## src/rtl/load_store_unit_pkg.sv

```systemverilog
// Shared types and constants for the load/store unit and its byte-lane helper.
// Operation encoding, FSM states, byte-enable constants.
package load_store_unit_pkg;

    typedef enum logic [1:0] {
        LS_LW  = 2'd0,
        LS_LBU = 2'd1,
        LS_SW  = 2'd2,
        LS_SB  = 2'd3
    } ls_op_e;

    typedef enum logic [1:0] {
        IDLE     = 2'd0,
        REQ      = 2'd1,
        WAIT_RSP = 2'd2
    } lsu_state_e;

    localparam logic [3:0] BE_WORD    = 4'b1111;
    localparam int         BYTE_LANES = 4;

    function automatic logic is_store(input ls_op_e op);
        return (op == LS_SW) || (op == LS_SB);
    endfunction

endpackage

```

## src/rtl/lsu_byte_lane.sv

```systemverilog
// Little-endian byte-lane steering: store byte enables/replicated data, LBU extraction.
// Purely combinational, zero latency; no flow control.
module lsu_byte_lane
    import load_store_unit_pkg::*;
(
    input  ls_op_e      st_op,
    input  logic [1:0]  st_lane,
    input  logic [31:0] st_data,
    output logic [3:0]  st_be,
    output logic [31:0] st_wdata,
    input  ls_op_e      ld_op,
    input  logic [1:0]  ld_lane,
    input  logic [31:0] ld_rdata,
    output logic [31:0] ld_data
);

    always_comb begin
        st_be    = BE_WORD;
        st_wdata = st_data;
        if (st_op == LS_SB) begin
            st_be    = 4'b0001 << st_lane;
            st_wdata = {BYTE_LANES{st_data[7:0]}};
        end

        ld_data = ld_rdata;
        if (ld_op == LS_LBU) begin
            ld_data = {24'b0, ld_rdata[{ld_lane, 3'b000} +: 8]};
        end
    end

endmodule

```

## src/rtl/load_store_unit.sv

```systemverilog
// Single-outstanding load/store unit between execute and data memory; LSU_ALIGN_CHECK_EN traps misaligned LW/SW.
// Load: accept->wb_valid in 3 cycles minimum; store: accept->st_done in 2 cycles.
// Backpressure: req_ready_o only in IDLE; mem request fields held while mem_req_ready_i is low.
module load_store_unit
    import load_store_unit_pkg::*;
#(
    parameter int ADDR_W = 32,
    parameter int TAG_W  = 5
) (
    input  logic              clk,
    input  logic              reset,
    input  logic              req_valid_i,
    output logic              req_ready_o,
    input  ls_op_e            req_op_i,
    input  logic [ADDR_W-1:0] req_addr_i,
    input  logic [31:0]       req_wdata_i,
    input  logic [TAG_W-1:0]  req_rd_i,
    output logic              busy_o,
    output logic              mem_req_valid_o,
    input  logic              mem_req_ready_i,
    output logic [ADDR_W-1:0] mem_addr_o,
    output logic              mem_we_o,
    output logic [3:0]        mem_be_o,
    output logic [31:0]       mem_wdata_o,
    input  logic              mem_rsp_valid_i,
    input  logic [31:0]       mem_rdata_i,
    output logic              wb_valid_o,
    output logic [TAG_W-1:0]  wb_rd_o,
    output logic [31:0]       wb_data_o,
    output logic              st_done_o,
    output logic              align_err_o
);

    lsu_state_e        state_q, state_d;
    ls_op_e            op_q;
    logic [1:0]        lane_q;
    logic [ADDR_W-1:0] addr_q;
    logic [3:0]        be_q;
    logic [31:0]       wdata_q;
    logic              we_q;
    logic [TAG_W-1:0]  rd_q;
    logic              wb_valid_q;
    logic [TAG_W-1:0]  wb_rd_q;
    logic [31:0]       wb_data_q;
    logic              st_done_q;

    logic              accept;
    logic              st_fire;
    logic              ld_rsp;
    logic              misaligned;
    logic [3:0]        st_be;
    logic [31:0]       st_wdata;
    logic [31:0]       ld_data;

    lsu_byte_lane u_byte_lane (
        .st_op    (req_op_i),
        .st_lane  (req_addr_i[1:0]),
        .st_data  (req_wdata_i),
        .st_be    (st_be),
        .st_wdata (st_wdata),
        .ld_op    (op_q),
        .ld_lane  (lane_q),
        .ld_rdata (mem_rdata_i),
        .ld_data  (ld_data)
    );

`ifdef LSU_ALIGN_CHECK_EN
    logic align_err_q;

    assign misaligned  = ((req_op_i == LS_LW) || (req_op_i == LS_SW)) && (req_addr_i[1:0] != 2'b00);
    assign align_err_o = align_err_q;

    always_ff @(posedge clk) begin
        if (reset) begin
            align_err_q <= 1'b0;
        end else begin
            align_err_q <= accept && misaligned;
        end
    end
`else
    assign misaligned  = 1'b0;
    assign align_err_o = 1'b0;
`endif

    always_comb begin
        state_d         = state_q;
        accept          = 1'b0;
        st_fire         = 1'b0;
        ld_rsp          = 1'b0;
        req_ready_o     = 1'b0;
        busy_o          = 1'b1;
        mem_req_valid_o = 1'b0;
        case (state_q)
            IDLE: begin
                req_ready_o = 1'b1;
                busy_o      = 1'b0;
                if (req_valid_i) begin
                    accept  = 1'b1;
                    // A trapped access never reaches memory.
                    state_d = misaligned ? IDLE : REQ;
                end
            end
            REQ: begin
                mem_req_valid_o = 1'b1;
                if (mem_req_ready_i) begin
                    if (is_store(op_q)) begin
                        st_fire = 1'b1;
                        state_d = IDLE;
                    end else begin
                        state_d = WAIT_RSP;
                    end
                end
            end
            WAIT_RSP: begin
                if (mem_rsp_valid_i) begin
                    ld_rsp  = 1'b1;
                    state_d = IDLE;
                end
            end
            default: state_d = IDLE;
        endcase
    end

    always_ff @(posedge clk) begin
        if (reset) begin
            state_q    <= IDLE;
            op_q       <= LS_LW;
            lane_q     <= 2'b00;
            addr_q     <= '0;
            be_q       <= 4'b0000;
            wdata_q    <= 32'b0;
            we_q       <= 1'b0;
            rd_q       <= '0;
            wb_valid_q <= 1'b0;
            wb_rd_q    <= '0;
            wb_data_q  <= 32'b0;
            st_done_q  <= 1'b0;
        end else begin
            state_q    <= state_d;
            wb_valid_q <= ld_rsp;
            st_done_q  <= st_fire;
            if (accept) begin
                op_q    <= req_op_i;
                lane_q  <= req_addr_i[1:0];
                addr_q  <= {req_addr_i[ADDR_W-1:2], 2'b00};
                be_q    <= st_be;
                wdata_q <= st_wdata;
                we_q    <= is_store(req_op_i);
                rd_q    <= req_rd_i;
            end
            if (ld_rsp) begin
                wb_data_q <= ld_data;
                wb_rd_q   <= rd_q;
            end
        end
    end

    // Memory-side fields read as zero whenever no request is being presented.
    assign mem_addr_o  = mem_req_valid_o ? addr_q  : '0;
    assign mem_we_o    = mem_req_valid_o ? we_q    : 1'b0;
    assign mem_be_o    = mem_req_valid_o ? be_q    : 4'b0000;
    assign mem_wdata_o = mem_req_valid_o ? wdata_q : 32'b0;

    assign wb_valid_o = wb_valid_q;
    assign wb_rd_o    = wb_rd_q;
    assign wb_data_o  = wb_data_q;
    assign st_done_o  = st_done_q;

endmodule
```

## config.mk

```make
export PLATFORM = sky130hd
export DESIGN_NAME = load_store_unit
export DESIGN_NICKNAME = d
export VERILOG_FILES = /design/src/rtl/load_store_unit_pkg.sv /design/src/rtl/lsu_byte_lane.sv /design/src/rtl/load_store_unit.sv
export SDC_FILE = /design/constraint.sdc
export NUM_CORES = 1
export LEC_CHECK = 0
export CAP_MARGIN = 0
export CORE_MARGIN = 5
export CORE_UTILIZATION = 43
export CTS_BUF_LIST = sky130_fd_sc_hd__clkbuf_2
export DETAILED_ROUTE_END_ITERATION = 12
export HOLD_SLACK_MARGIN = 0.02
export PLACE_DENSITY = 0.87
export SKIP_LAST_GASP = 1
export SLEW_MARGIN = 20
export SYNTH_ARGS = -nofsm -noshare
export SYNTH_HDL_FRONTEND = slang
export SYNTH_SLANG_ARGS = --single-unit
```

## constraint.sdc

```tcl
create_clock -name clk -period 1.8 [get_ports clk]
set_input_delay 0.36 -clock clk [delete_from_list [all_inputs] [get_ports clk]]
set_output_delay 0.36 -clock clk [all_outputs]
set_load 0.01 [all_outputs]
```

# Word-level counts from Yosys, hierarchy flattened
# Index checks and enable logic that the tools add are counted.
[op_classes]
eq_ne = 10
n_shift = 2
mux = 20
bitwise = 2
n_reduce_logical = 5
[ops]
columns = ["op", "n"]
rows = [
  ["$mux 32", 4],
  ["$shiftx 32x6->8", 1],
  ["$eq 2x2->1 const B", 5],
  ["$mux 1", 9],
  ["$mux 2", 4],
  ["$mux 4", 2],
  ["$ne 2x2->1 const B", 3],
  ["$pmux 2 s3", 1],
  ["$eq 2x1->1 const B", 2],
  ["$shl 1x2->4 const A", 1],
  ["$reduce_and 3->1", 1],
  ["$reduce_or 3->1", 1],
  ["$logic_not 2->1", 1],
  ["$logic_or 1x1->1", 2],
  ["$not 1->1", 2],
]
[totals]
regBits = 117
output_inout_bits = 112
elab_cells = 51

# Logic depth before layout (Yosys ltp)
# Gate-level depths: netlist (run 1).
[logic_depth]
word_depth = 5
mapped_depth = 5
mapped_depth_nobuf = 3

# Cells and area by module
# Synthesis (run 1) repeated with hierarchy kept, for this count alone.
[hier_totals]
cells_unflattened = 699
area_unflattened_um2 = 6476.2
[by_module_without_submodules]
columns = ["module", "n_inst", "cells_each", "area_per_inst_um2", "seq_area_each_um2"]
rows = [
  ["load_store_unit", 1, 580, 5616.6, 2342.2],
  ["lsu_byte_lane", 1, 119, 859.6, 0.0],
]

# Least setup slack after synthesis (run 1)
# Ideal clock, no wire load.
[synth_timing]
kind = "register -> output"
from = "register state_q[0]"
to = "output mem_wdata_o[22]"
t_arrival_ns = 1.226
required_time_ns = 1.440
setup_slack_ns = 0.214
path_stages_with_launch = 5
cell_sequence = "dfxtp_1 nor2b_1 clkbuf_1 clkbuf_1 and2_1"
[synth_via]
elab_chain_cells = 3
[synth_rtl]
columns = ["item", "line", "rtl"]
rows = [
  ["start, declared", "load_store_unit.sv:34", "lsu_state_e state_q, state_d;"],
  ["start signal, assigned", "load_store_unit.sv:139", "state_q <= state_d;"],
  ["$eq 2x1->1", "load_store_unit.sv:93", "case (state_q)"],
  ["$mux 1", "load_store_unit.sv:93", ""],
  ["via mem_req_valid_o", "load_store_unit.sv:19", "output logic mem_req_valid_o,"],
  ["$mux 32", "load_store_unit.sv:162", "assign mem_wdata_o = mem_req_valid_o ? wdata_q : 32'b0;"],
  ["end, declared", "load_store_unit.sv:24", "output logic [31:0] mem_wdata_o,"],
]
# The timed path passes the listed nets, and every way through them passes these cells.

# Worst setup path in the final report (run 1)
[layout_timing]
from = "register state_q[0]"
to = "output mem_wdata_o[17]"
[layout_via]
elab_chain_cells = 3
[layout_rtl]
columns = ["item", "line"]
rows = [
  ["$eq 2x1->1", "load_store_unit.sv:93"],
  ["$mux 1", "load_store_unit.sv:93"],
  ["$mux 32", "load_store_unit.sv:162"],
]
# No other way between the ends.

==> results of run 1 <==
-- through the flow --
stage	cells	hold WS, ps	area, µm²	power (mW)	utilization (%)
6_report	952	198	7640	5.75	69.5
3_3_place_gp	903	438	7250	3.84	66.0
3_5_place_dp	903	446	7250	3.89	66.0
4_1_cts	949	148	7600	5.76	69.2
2_1_floorplan	573	432	4880	3.32	-
5_1_grt	952	155	7640	6.02	69.5
-- sequential cells by signal, summed over array words and instances, names as in the netlist --
register	flops
wdata_q	32
lane_q	2
be_q	4
op_q	2
wb_valid_o	1
we_q	1
wb_data_o	32
addr_q	30
wb_rd_o	5
st_done_o	1
state_q	2
rd_q	5
-- worst reg2reg max path, cell delays in order (launching register included) --
cell and delay [ps]:
dfxtp_2 360, buf_4 130, buf_6 110, buf_4 140, or3b_2 470, buf_12 190
a211oi_1 330, nor3_1 100
-- cells in the final DEF (no fill, tap or decap), types with 2 or more instances in the layout --
cell,n
o22ai_1,8
a22o_1,24
nand2_1,97
buf_12,10
mux2_2,8
nor2b_1,2
bufinv_16,3
and2_4,29
buf_16,5
mux2i_1,5
o32ai_1,8
dfxtp_2,8
clkdlybuf4s50_1,106
buf_4,17
clkbuf_2,19
buf_8,2
clkinv_2,6
nand4bb_1,2
inv_1,12
clkinv_1,3
nor3_1,27
conb_1,3
nor2_1,34
and3_1,8
and2_1,38
nand2b_1,2
a211oi_1,27
buf_6,35
dlygate4sd2_1,38
dfxtp_1,109
buf_2,43
a21oi_1,59
-- kinds of logic after synthesis --
group	count (synthesis)
AO/OA/AOI/OAI	128
buffers and inverters	64
flip-flops	117
multiplexers	13
other	1
AND/OR/NAND/NOR	248
-- metal layers --
metal / global-route usage [%] / vias up / share of wire (%)
met4: 13.3 / 0 / 4.0
met5: 0 / - / 0
met2: 44.3 / 261 / 49
li1: - / 2401 / -
met3: 7.41 / 51 / 8.5
met1: 28.5 / 2406 / 38
-- area by class of cell --
class,instances,share of cell area [%]
repair buffers,257,32.8
diodes,1,0.0328
well taps,140,2.29
clock buffers,19,1.24
flip-flops and latches,117,30.8
inverters,13,0.639
clock inverters,13,1.82
multi-input cells,392,30.3
-- worst min path at each step --
stage                         endpoint  cells after the start  slack, ps
3_3_place_gp    addr_q[2]$_SDFFE_PP0P_                      2        440
6_report       addr_q[30]$_SDFFE_PP0P_                      3        200
3_5_place_dp    addr_q[8]$_SDFFE_PP0P_                      2        450
5_1_grt        wdata_q[2]$_SDFFE_PP0P_                      3        160
2_1_floorplan  addr_q[10]$_SDFFE_PP0P_                      2        430
4_1_cts        addr_q[30]$_SDFFE_PP0P_                      3        150
-- power by group through the flow --
stage,combinational [mW],clock [mW],sequential (mW)
finish,1.18,1.76,2.81
global route,1.26,1.93,2.83
CTS,1.16,1.79,2.81
detailed placement,1.03,0,2.86
global placement,0.995,0,2.85
floorplan,0.481,0,2.84
-- timing repair --
action / 4_1_cts / 5_1_grt
endpoints found under the setup margin: 109 / 75
resized for setup: 392 / 20
pin swaps: 17 / 4
gates cloned: 6 / 0
buffers inserted: 8 / 4
hold endpoints to repair: 0 / 0
==> impl_metrics.tcl, run 1 <==
set metrics [dict create \
    netlist_area_before_placement_um2 4870 \
    r2r_end "wdata_q[29]$_SDFFE_PP0P_" \
    holdBufCountCts 0 \
    detail_route.vias_per_cell 5.38 \
    layout-drive-gt1-share_pct 24.0 \
    yosys_warnings 0 \
    detailed_place_hpwl_mm 12.1 \
    worst-path-buf-inv 4 \
    post-route-min-period_ps 2190 \
    ys_seq_elements 117 \
    n_fill_cell 849 \
    synth.mux.area_fraction_pct 2.88 \
    max-clock-path-buffers 2 \
    io_pins 220 \
    maxCapViolations 0 \
    reg2reg_start "state_q[0]$_SDFFE_PP0P_" \
    p_comb_share_pct 20.5 \
    die_y_um 116 \
    drc 0 \
    core_um2 11000 \
    internal_power_mw 4.13 \
    global_route.usage.total_pct 25.6 \
    slew_at_the_pin_closest_to_its_max_slew_limit_ps 566 \
    switching_part_of_the_total_power_pct 28.2 \
    grt_pass1_vias 5213 \
    outcome "finished, violations left" \
    finalMaxSlewViolations 0 \
    place_congestion 0.874 \
    ys.flop_type "dfxtp_1" \
    setup_slack_ps -390 \
    worst-r2r-setup-slack_ps -120 \
    cp_max_fo 6 \
    ff_latch_area_um2 2350 \
    worst-path-stages 6 \
    clock_power_share_pct 30.6 \
    finalHoldViolations 0 \
    die_w_um 116 \
    drt-wirelength-per-cell_um 18.6 \
    parity_gate_share_of_the_synthesized_area_counting_xor_and_xnor_cells_pct 0 \
    power.density_cell_area_nw_per_um2 753 \
    synth_enable_flop_cells 0 \
    cts_inserted_buffers 17 \
    fin_skew_ps 30.2 \
    hold_path_startpoint "req_addr_i[30]" \
    synth_area_leaders "dfxtp_1 (48%), and2_1 (8.6%), nand2_1 (7.5%)" \
    buffer_ports.inserted 216 \
    power.leakage_nw 3.44 \
    crit_path_frequent_cell "buf_6" \
    fp.dieArea_um2 13600 \
    endpoint_kind "output port" \
    synth.top_cells.by_count "dfxtp_1 (117), nand2_1 (97), and2_1 (67), a21oi_1 (59), nor2_1 (34)" \
    detailedPlace.worstSlack_ps -233 \
    grt_max_degree 55 \
    crit_family "buffers and inverters" \
    tns_ps -25990 \
    synth_compound_gate_area_share_pct 17.4 \
    period_share_pct 122 \
    crit_path_end "mem_wdata_o[17]" \
    worst-endpoint-arrival_ps 1830 \
    core.rowCount 38 \
    grt_pass1_wl_mm 26.7 \
    synthDistinctLibCells 32 \
    multiInputGateArea_um2 2320 \
    synth_simple_gate_area_share_pct 25.2 \
    cp_data_required_time_ps 1440 \
    critical_path_type "register to output port" \
    switchingPower_mw 1.62 \
    cp-startpoint "state_q[0]$_SDFFE_PP0P_" \
    achievable-frequency_mhz 457 \
    timing.max_slew.rel_slack_pct 62.2 \
    critPathLaunchType "register" \
    clkSlewWorstSetupHoldPaths_ps 170 \
    overflow 0 \
    crit_path_cells "nor2b_4 -> buf_6 -> buf_12 -> buf_16 -> and2_4 -> buf_6" \
    antenna_left 0 \
    vdd_ir_drop_max_mv 0.384 \
    hold_class "input port to register" \
    initial_core_util_pct 44.4 \
    final-setup-viol-count 126 \
    clk_root_buffer_cell "clkbuf_2" \
    cts_tree "yes" \
    clock_tree_sinks 117 \
    antenna_found_initial 1 \
    netlist_instances 571 \
    ys_async_sr_fraction_pct 0 \
    synth_top_cell_by_area "dfxtp_1" \
    seq_power_share_pct 48.9 \
    slowest_stage "dfxtp_2" \
    rsz0062_at_grt "true" \
    yosys.area_share.adder_pct 0 \
    synth_top_family_by_area "simple AND/OR/NAND/NOR gates" \
    number_of_drc_markers_after_the_initial_detailed_route_iteration 336 \
    syn_area_per_cell_um2 8.53 \
    slowest_delay_ps 360 \
    synthMostInstantiatedCell "dfxtp_1" \
    via_count 5119 \
    rr_worst_depth 7 \
    cts_htree_levels 4 \
    worstSkewPairLatency_ps 700 \
    synth_top_area_share_pct 48.1 \
    drt_first_pass_iters 5 \
    detail_route.wirelength_mm 17.7 \
    design.final.nets 906 \
    failed_checks "negative setup slack" \
    syn_to_final_growth_pct 56.7 \
    seq_area_frac_synth_pct 48.1 \
]
Power figures use the tool's default switching activity.
==> inputs of run 2 (changes only) <==
- SLEW_MARGIN: 20 -> 10
==> results of run 2 <==
Final layout, timing and power as in run 1 (identical DEF).
